==> config.mk <==
export PLATFORM = sky130hd
export DESIGN_NAME = tnn_feature_packer_flat
export DESIGN_NICKNAME = d
export VERILOG_FILES = /design/src/rtl/tnn_feature_packer_if.sv /design/src/rtl/tnn_feature_packer.sv /design/src/flat_wrapper.sv
export SDC_FILE = /design/constraint.sdc
export NUM_CORES = 1
export LEC_CHECK = 0
export BUFFER_PORTS_ARGS = -buffer_cell sky130_fd_sc_hd__buf_2
export CAP_MARGIN = 20
export CORE_AREA = 4 4 86 88
export CTS_CLUSTER_DIAMETER = 30
export DETAILED_ROUTE_END_ITERATION = 10
export DIE_AREA = 0 0 90 92
export PLACE_DENSITY = 0.66
export SLEW_MARGIN = 30
export SYNTH_ARGS = -nofsm -noshare
export SYNTH_HDL_FRONTEND = slang
export SYNTH_SLANG_ARGS = --single-unit
==> constraint.sdc <==
create_clock -name clk -period 3.45 [get_ports clk]
set_input_delay 0 -clock clk [delete_from_list [all_inputs] [get_ports clk]]
set_output_delay 0 -clock clk [all_outputs]
set_load 0.05 [all_outputs]
==> src/rtl/tnn_feature_packer_if.sv <==
// ============================================================================
// tnn_feature_packer_if : feature stream in, packed comparator frame out
// Rev 1.0
// ============================================================================
`default_nettype none

interface tnn_feature_packer_if #(
  parameter int IN_W  = 8,
  parameter int QW    = 3,
  parameter int NFEAT = 6
);
  logic                  in_valid;
  logic                  in_ready;
  logic [IN_W-1:0]       in_data;
  logic                  in_last;
  logic                  out_valid;
  logic                  out_ready;
  logic [NFEAT*QW-1:0]   out_frame;
  logic                  out_short;
  logic                  err_overrun;

  modport slave (
    input  in_valid, in_data, in_last, out_ready,
    output in_ready, out_valid, out_frame, out_short, err_overrun
  );

  modport master (
    output in_valid, in_data, in_last, out_ready,
    input  in_ready, out_valid, out_frame, out_short, err_overrun
  );
endinterface

`default_nettype wire

==> src/rtl/tnn_feature_packer.sv <==
// ============================================================================
// tnn_feature_packer : quantises 8-bit features, packs six into an 18-bit frame
// Optional: TNN_PACK_ROUND_EN selects round-to-nearest with saturation.
// Rev 1.0
// ============================================================================
`default_nettype none

module tnn_feature_packer #(
  parameter int IN_W  = 8,
  parameter int QW    = 3,
  parameter int NFEAT = 6
) (
  input  logic                 clk,
  input  logic                 rst_n,
  tnn_feature_packer_if.slave  bus
);

  localparam int FW = NFEAT * QW;
  localparam int IW = (NFEAT > 1) ? $clog2(NFEAT) : 1;
  localparam logic [IW-1:0] LAST_IDX = IW'(NFEAT - 1);

  logic [FW-1:0] asm_q, asm_d;
  logic [IW-1:0] idx_q, idx_d;
  logic          pend_q, pend_d;
  logic [FW-1:0] pend_frame_q, pend_frame_d;
  logic          pend_short_q, pend_short_d;
  logic          out_valid_q, out_valid_d;
  logic [FW-1:0] out_frame_q, out_frame_d;
  logic          out_short_q, out_short_d;
  logic          err_q, err_d;
  logic          in_ready_q, in_ready_d;

  logic [QW-1:0] q;
  logic [FW-1:0] wr_frame;
  logic          accept, at_last, close, out_free;

`ifdef TNN_PACK_ROUND_EN
  localparam logic [IN_W:0] HALF = (IN_W+1)'(1) << (IN_W - QW - 1);
  logic [IN_W:0] sum;
  logic [IN_W:0] shr;

  always_comb begin
    sum = {1'b0, bus.in_data} + HALF;
    shr = sum >> (IN_W - QW);
    q   = (|shr[IN_W:QW]) ? {QW{1'b1}} : shr[QW-1:0];
  end
`else
  assign q = bus.in_data[IN_W-1 -: QW];
`endif

  assign accept   = bus.in_valid & in_ready_q;
  assign at_last  = (idx_q == LAST_IDX);
  assign close    = accept & (bus.in_last | at_last);
  assign out_free = ~out_valid_q | bus.out_ready;

  // Unwritten fields stay zero because the assembly register clears on close.
  always_comb begin
    wr_frame = asm_q;
    for (int k = 0; k < NFEAT; k++) begin
      if (idx_q == IW'(k)) wr_frame[k*QW +: QW] = q;
    end
  end

  always_comb begin
    asm_d        = asm_q;
    idx_d        = idx_q;
    pend_d       = pend_q;
    pend_frame_d = pend_frame_q;
    pend_short_d = pend_short_q;
    out_valid_d  = out_valid_q;
    out_frame_d  = out_frame_q;
    out_short_d  = out_short_q;
    err_d        = err_q;

    if (accept) begin
      if (close) begin
        asm_d = '0;
        idx_d = '0;
      end else begin
        asm_d = wr_frame;
        idx_d = idx_q + 1'b1;
      end
    end

    if (close && at_last && !bus.in_last) err_d = 1'b1;

    // A pending frame can only exist while in_ready is low, so it never races a close.
    if (out_free) begin
      if (pend_q) begin
        out_valid_d = 1'b1;
        out_frame_d = pend_frame_q;
        out_short_d = pend_short_q;
        pend_d      = 1'b0;
      end else if (close) begin
        out_valid_d = 1'b1;
        out_frame_d = wr_frame;
        out_short_d = ~at_last;
      end else begin
        out_valid_d = 1'b0;
      end
    end else if (close) begin
      pend_d       = 1'b1;
      pend_frame_d = wr_frame;
      pend_short_d = ~at_last;
    end

    in_ready_d = ~pend_d;
  end

  always_ff @(posedge clk) begin
    if (!rst_n) begin
      asm_q        <= '0;
      idx_q        <= '0;
      pend_q       <= 1'b0;
      pend_frame_q <= '0;
      pend_short_q <= 1'b0;
      out_valid_q  <= 1'b0;
      out_frame_q  <= '0;
      out_short_q  <= 1'b0;
      err_q        <= 1'b0;
      in_ready_q   <= 1'b0;
    end else begin
      asm_q        <= asm_d;
      idx_q        <= idx_d;
      pend_q       <= pend_d;
      pend_frame_q <= pend_frame_d;
      pend_short_q <= pend_short_d;
      out_valid_q  <= out_valid_d;
      out_frame_q  <= out_frame_d;
      out_short_q  <= out_short_d;
      err_q        <= err_d;
      in_ready_q   <= in_ready_d;
    end
  end

  assign bus.in_ready    = in_ready_q;
  assign bus.out_valid   = out_valid_q;
  assign bus.out_frame   = out_frame_q;
  assign bus.out_short   = out_short_q;
  assign bus.err_overrun = err_q;

endmodule

`default_nettype wire

==> src/flat_wrapper.sv <==
// flat-port wrapper written by rule: the top's interface ports become plain ports
module tnn_feature_packer_flat 
#(
  parameter int IN_W  = 8,
  parameter int QW    = 3,
  parameter int NFEAT = 6
)
  (clk, rst_n, bus_in_valid, bus_in_data, bus_in_last, bus_out_ready, bus_in_ready, bus_out_valid, bus_out_frame, bus_out_short, bus_err_overrun);
  tnn_feature_packer_if #(.IN_W(IN_W), .QW(QW), .NFEAT(NFEAT)) bus_i ();
  input  logic clk;
  input  logic rst_n;
  input wire logic [$bits(bus_i.in_valid)-1:0] bus_in_valid;
  input wire logic [$bits(bus_i.in_data)-1:0] bus_in_data;
  input wire logic [$bits(bus_i.in_last)-1:0] bus_in_last;
  input wire logic [$bits(bus_i.out_ready)-1:0] bus_out_ready;
  output wire logic [$bits(bus_i.in_ready)-1:0] bus_in_ready;
  output wire logic [$bits(bus_i.out_valid)-1:0] bus_out_valid;
  output wire logic [$bits(bus_i.out_frame)-1:0] bus_out_frame;
  output wire logic [$bits(bus_i.out_short)-1:0] bus_out_short;
  output wire logic [$bits(bus_i.err_overrun)-1:0] bus_err_overrun;
  assign bus_i.in_valid = bus_in_valid;
  assign bus_i.in_data = bus_in_data;
  assign bus_i.in_last = bus_in_last;
  assign bus_i.out_ready = bus_out_ready;
  assign bus_in_ready = bus_i.in_ready;
  assign bus_out_valid = bus_i.out_valid;
  assign bus_out_frame = bus_i.out_frame;
  assign bus_out_short = bus_i.out_short;
  assign bus_err_overrun = bus_i.err_overrun;
  tnn_feature_packer #(.IN_W(IN_W), .QW(QW), .NFEAT(NFEAT)) u_core (.clk(clk), .rst_n(rst_n), .bus(bus_i));
endmodule
Word-level counts from Yosys, hierarchy flattened
Cells that the tools add are included.
{"block": "totals", "ff_bits": 63, "word_cells": 47}
{"block": "op_classes", "n_addsub": 1, "eq_ne": 5, "muxes": 16, "bitwise": 8, "n_reduce_logical": 7}
{"operator": "18-bit 2-to-1 mux", "count": 3}
{"operator": "3-bit 2-to-1 mux", "count": 7}
{"operator": "3-bit by 2-bit == test with 1-bit output (second input constant)", "count": 2}
{"operator": "3-bit == test (second input constant)", "count": 2}
{"operator": "1-bit 2-to-1 mux", "count": 6}
{"operator": "1-bit NOT", "count": 4}
{"operator": "2-bit AND reduction", "count": 2}
{"operator": "3-bit by 1-bit adder with 3-bit output (second input constant)", "count": 1}
{"operator": "3-bit by 1-bit == test with 1-bit output (second input constant)", "count": 1}
{"operator": "3-bit zero test", "count": 1}
{"operator": "1-bit AND", "count": 2}
{"operator": "1-bit logical AND", "count": 2}
{"operator": "1-bit bitwise OR", "count": 2}
{"operator": "2-bit nonzero test", "count": 1}
{"operator": "1-bit zero test", "count": 1}

Depth between registers and ports, before layout
{"block": "logic_depth", "word_depth": 6, "depth_mapped": 7}

Least setup slack after synthesis
No wires, ideal clock.
{"block": "synth_timing", "kind": "register -> register", "startpoint": "register u_core.in_ready_q, in the netlist u_core.bus.in_ready", "endpoint": "register u_core.pend_frame_q[10]", "setup_ps": 116, "t_arrival_ps": 1682, "t_required_ps": 3334, "setup_slack_ps": 1652, "path_stages_with_launch": 6, "n_path_buf": 1, "synth_period_minus_slack_ps": 1798, "cell_sequence": "dfxtp_1 -> nand4b_1 -> nor2_4 -> buf_2 -> nand2_1 -> o211a_1"}
{"block": "synth_via", "elab_chain_cells": 3}
{"item": "from (decl)", "line_no": "tnn_feature_packer.sv:31", "rtl": "logic in_ready_q, in_ready_d;"}
{"item": "from (signal assigned)", "line_no": "tnn_feature_packer.sv:132", "rtl": "in_ready_q <= in_ready_d;"}
{"item": "1-bit AND", "line_no": "tnn_feature_packer.sv:51", "rtl": "assign accept = bus.in_valid & in_ready_q;"}
{"item": "1-bit AND", "line_no": "tnn_feature_packer.sv:53", "rtl": "assign close = accept & (bus.in_last | at_last);"}
{"item": "2-bit AND reduction (no source line)"}
{"item": "to (signal assigned)", "line_no": "tnn_feature_packer.sv:126", "rtl": "pend_frame_q <= pend_frame_d;"}
{"item": "to (decl)", "line_no": "tnn_feature_packer.sv:25", "rtl": "logic [FW-1:0] pend_frame_q, pend_frame_d;"}
Every way passes these cells.
A chain may end at the register's enable or synchronous reset.

Worst setup path in the final report
{"block": "layout_timing", "startpoint": "register u_core.idx_q[0]", "endpoint": "register u_core.pend_frame_q[5]"}
{"block": "layout_via", "elab_chain_cells": 4, "elab_cells_between_ends": 6, "cone_classes": "2 x eq/ne; 1 x mux; 2 x bitwise; 1 x reduce/logical"}
{"item": "from (decl)", "line_no": "tnn_feature_packer.sv:23", "rtl": "logic [IW-1:0] idx_q, idx_d;"}
{"item": "from (signal assigned)", "line_no": "tnn_feature_packer.sv:124", "rtl": "idx_q <= idx_d;"}
{"item": "3-bit == test", "line_no": "tnn_feature_packer.sv:52", "rtl": "assign at_last = (idx_q == LAST_IDX);"}
{"item": "1-bit bitwise OR", "line_no": "tnn_feature_packer.sv:53"}
{"item": "1-bit AND", "line_no": "tnn_feature_packer.sv:53"}
{"item": "2-bit AND reduction (no source line)"}
Several ways; a longest one is shown, not always the timed one.

==> results.sh <==
export IMPL_status="complete, no violations"
export IMPL_r2r_start="u_core.idx_q[0]"
export IMPL_hold_end="u_core.bus.err_overrun"
export IMPL_yosysTopAreaCell="dfxtp_1"
export IMPL_antenna_cells=0
export IMPL_synth_top_area_share_pct=43.17
export IMPL_critical_path_class="reg -> reg"
export IMPL_cp_start_kind="register"
export IMPL_timing_rr_end="u_core.pend_frame_q[5]"
export IMPL_power_frac_clock_pct=40.9
export IMPL_h_tree_depth=3
export IMPL_end_kind="register"
export IMPL_overflow=0
export IMPL_seq_power_share_pct=52.3
export IMPL_drv_slew=0
export IMPL_cp_top_family="simple AND/OR/NAND/NOR gates"
export IMPL_grt_max_degree=48
export IMPL_dieArea_um2=8280
export IMPL_cts_resized=0
export IMPL_dp_hpwl_um=4031
export IMPL_die_h_um=92
export IMPL_cts_hold_buf=0
export IMPL_avgSynthCellArea_um2=9.674
export IMPL_drc_errors=0
export IMPL_cts_buffers=9
export IMPL_rsz0062_at_grt="no"
export IMPL_worstHoldPathCells=3
export IMPL_synth_edff_count=0
export IMPL_clk_latency_ns=0.33
export IMPL_r2r_slack_ns=1.40
export IMPL_fill_cells=642
export IMPL_cp_max_fo=26
export IMPL_crit_chain="ha_1 > a21oi_2 > nor2_4 > mux2i_1 > nor2b_1"
export IMPL_fmax_ghz=0.4885
export IMPL_grt_pass1_wl_um=10330
export IMPL_grt_antenna_before_repair=0
export IMPL_slew_limit_headroom_pct=48.09
export IMPL_drt_iter0_drc=83
export IMPL_p_sw_mw=0.3317
export IMPL_maxCapViolations=0
export IMPL_fp_row_count=30
export IMPL_place_area_um2=3083
export IMPL_core_um2=6644
export IMPL_viasPerCell=5.555
export IMPL_wirelength_um=6261
export IMPL_leakage_nw=1.257
export IMPL_grt_pass1_vias=2129
export IMPL_ant_nets=0
export IMPL_track_usage_pct=15.35
export IMPL_power_frac_comb_pct=6.8
export IMPL_fin_area_um2=3259
export IMPL_clock_path_buffers=2
export IMPL_drtPass1Iterations=4
export IMPL_irDropWorstVdd_uv=153.6
export IMPL_synth_net_count=320
export IMPL_initial_core_util_pct=43.97
export IMPL_drive_gt1_share_pct=22.94
export IMPL_finalSetupViolations=0
export IMPL_fin_setup_tns_ns=0
export IMPL_fin_nets=341
export IMPL_min_period_ns=2.047
export IMPL_cp_slowest_cell="nor2_4"
export IMPL_setup_ws_ns=1.403
export IMPL_netlist_cell_type_count=42
export IMPL_syn_inst=302
export IMPL_post_route_period_util_pct=59.33
export IMPL_syn_to_final_growth_pct=11.56
export IMPL_yosys_warnings=0
export IMPL_synth_seq_cells=63
export IMPL_cts_setup_buffers=0
export IMPL_synth_flop_cell="dfxtp_1"
export IMPL_synth_most_common_cell="dfxtp_1"
export IMPL_hold_viol_final=0
export IMPL_synthTopCellsByCount="dfxtp_1, nor2b_1, o21ai_0, nand2_1, clkbuf_1"
export IMPL_root_buffer="clkbuf_8"
export IMPL_pre_cts_ws_ns=1.414
export IMPL_worst_ep_arrival_time_ns=2.27
export IMPL_p_sw_share_pct=23.51
export IMPL_hold_class="in -> reg"
export IMPL_routabilityCongestion=0.7640
export IMPL_slowest_delay_ns=0.66
export IMPL_cts_sinks=63
export IMPL_skew_ns=0.005444
export IMPL_async_flop_share_pct=0
export IMPL_internal_power_mw=1.079
export IMPL_vias=2261
export IMPL_path_clk_slew_ns=0.06
export IMPL_die_w_um=90
export IMPL_hp_start="bus_in_last"
export IMPL_synth_area_leaders="dfxtp_1, nor2b_1, mux2_2, o31ai_2, mux2i_1"
export IMPL_portBuffers=29
export IMPL_rr_worst_depth=5
export IMPL_power_density_nw_per_um2=432.7
export IMPL_wl_per_cell_um=15.38
export IMPL_synth_area_um2=2922
export IMPL_cts_tree="done"
export IMPL_worst_pin_slew_ns=0.7767
export IMPL_io_pins=35
export IMPL_cp_num_buf_inv=0
export IMPL_seq_area_frac_synth_pct=43.17
export IMPL_cp_data_required_time_ns=3.67
worst register-to-register path, cell delays in order, from the launching register on:
cell and delay (ns):
dfxtp_1 0.40, ha_1 0.36, a21oi_2 0.18, nor2_4 0.66, mux2i_1 0.28, nor2b_1 0.06
layout make-up:
class                   count  area (um2)  area share [%]
clock buffers              15       176.4           5.413
flip-flops and latches     63        1261           38.69
well taps                  80       100.1           3.071
repair buffers             32       167.7           5.144
inverters                   4       15.01          0.4607
multi-input cells         213        1539           47.22
placed cells by master (no fill, tap or decap), drive strengths merged, types with 2 or more instances in the layout:
cell type / synthesis / final
dfxtp: 63 / 63
buf: 8 / 32
nor2b: 30 / 30
o21ai: 26 / 26
nand2: 21 / 21
nor2: 15 / 15
clkbuf: 14 / 15
mux2: 13 / 13
a22oi: 13 / 13
mux2i: 12 / 12
o211ai: 12 / 12
o31ai: 12 / 12
and3: 7 / 7
o211a: 7 / 7
a21boi: 6 / 6
nor3: 5 / 5
ha: 5 / 5
a21oi: 5 / 5
inv: 4 / 4
nand4: 4 / 4
a211oi: 3 / 3
nor4: 3 / 3
a31o: 3 / 3
nand3b: 3 / 3
nand3: 2 / 2
power groups by stage:
stage	Clock [mW]	Combinational [mW]	Sequential [mW]
2_1_floorplan	0	0.0606	0.765
3_3_place_gp	0	0.0952	0.754
3_5_place_dp	0	0.0956	0.754
4_1_cts	0.592	0.0959	0.737
5_1_grt	0.619	0.104	0.738
6_report	0.577	0.0958	0.738
stage by stage:
| step | total power [mW] | util [%] | cells | hold slack [ns] |
|---|---|---|---|---|
| floorplan | 0.8254 | - | 302 | 0.2302 |
| global placement | 0.8487 | 46.40 | 392 | 0.4021 |
| detailed placement | 0.8494 | 46.40 | 392 | 0.4027 |
| CTS | 1.425 | 49.06 | 407 | 0.04651 |
| global route | 1.461 | 49.06 | 407 | 0.06254 |
| finish | 1.410 | 49.06 | 407 | 0.05120 |
worst max path at each step:
stage / slack [ns] / to / from / depth (start not counted)
final: 1.40 / u_core.pend_frame_q[5] / u_core.idx_q[0] / 5
after global routing: 1.23 / u_core.pend_frame_q[4] / u_core.idx_q[0] / 5
after CTS: 1.40 / u_core.pend_frame_q[7] / u_core.idx_q[0] / 5
after detailed placement: 1.41 / u_core.pend_frame_q[7] / u_core.idx_q[0] / 5
after global placement: 1.47 / u_core.pend_frame_q[5] / u_core.idx_q[0] / 5
after floorplan: 1.65 / u_core.pend_frame_q[10] / u_core.bus.in_ready / 5
registers in the layout (all words and copies together) (netlist names):
name,flops
u_core.asm_q,18
u_core.bus.in_ready,1
u_core.bus.out_short,1
u_core.bus.out_frame,18
u_core.pend_q,1
u_core.bus.out_valid,1
u_core.idx_q,3
u_core.bus.err_overrun,1
u_core.pend_frame_q,18
u_core.pend_short_q,1
metal layers:
layer	track usage, %	vias to the layer above	part of all wire (%)
li1	-	1135	-
met5	0	-	0
met3	2.871	9	4.0
met1	19.56	1072	50
met4	7.143	0	1.7
met2	25.14	45	44
cell families after synthesis:
kind of cell	count (synthesis)	synth area share, %
AO/OA/AOI/OAI	90	24.15
AND/OR/NAND/NOR	93	17.26
multiplexers	25	9.122
flip-flops	63	43.17
adder cells (fa/ha/maj)	5	2.141
buffers and inverters	26	4.154
Note: power is estimated with default switching activity, not from simulation.
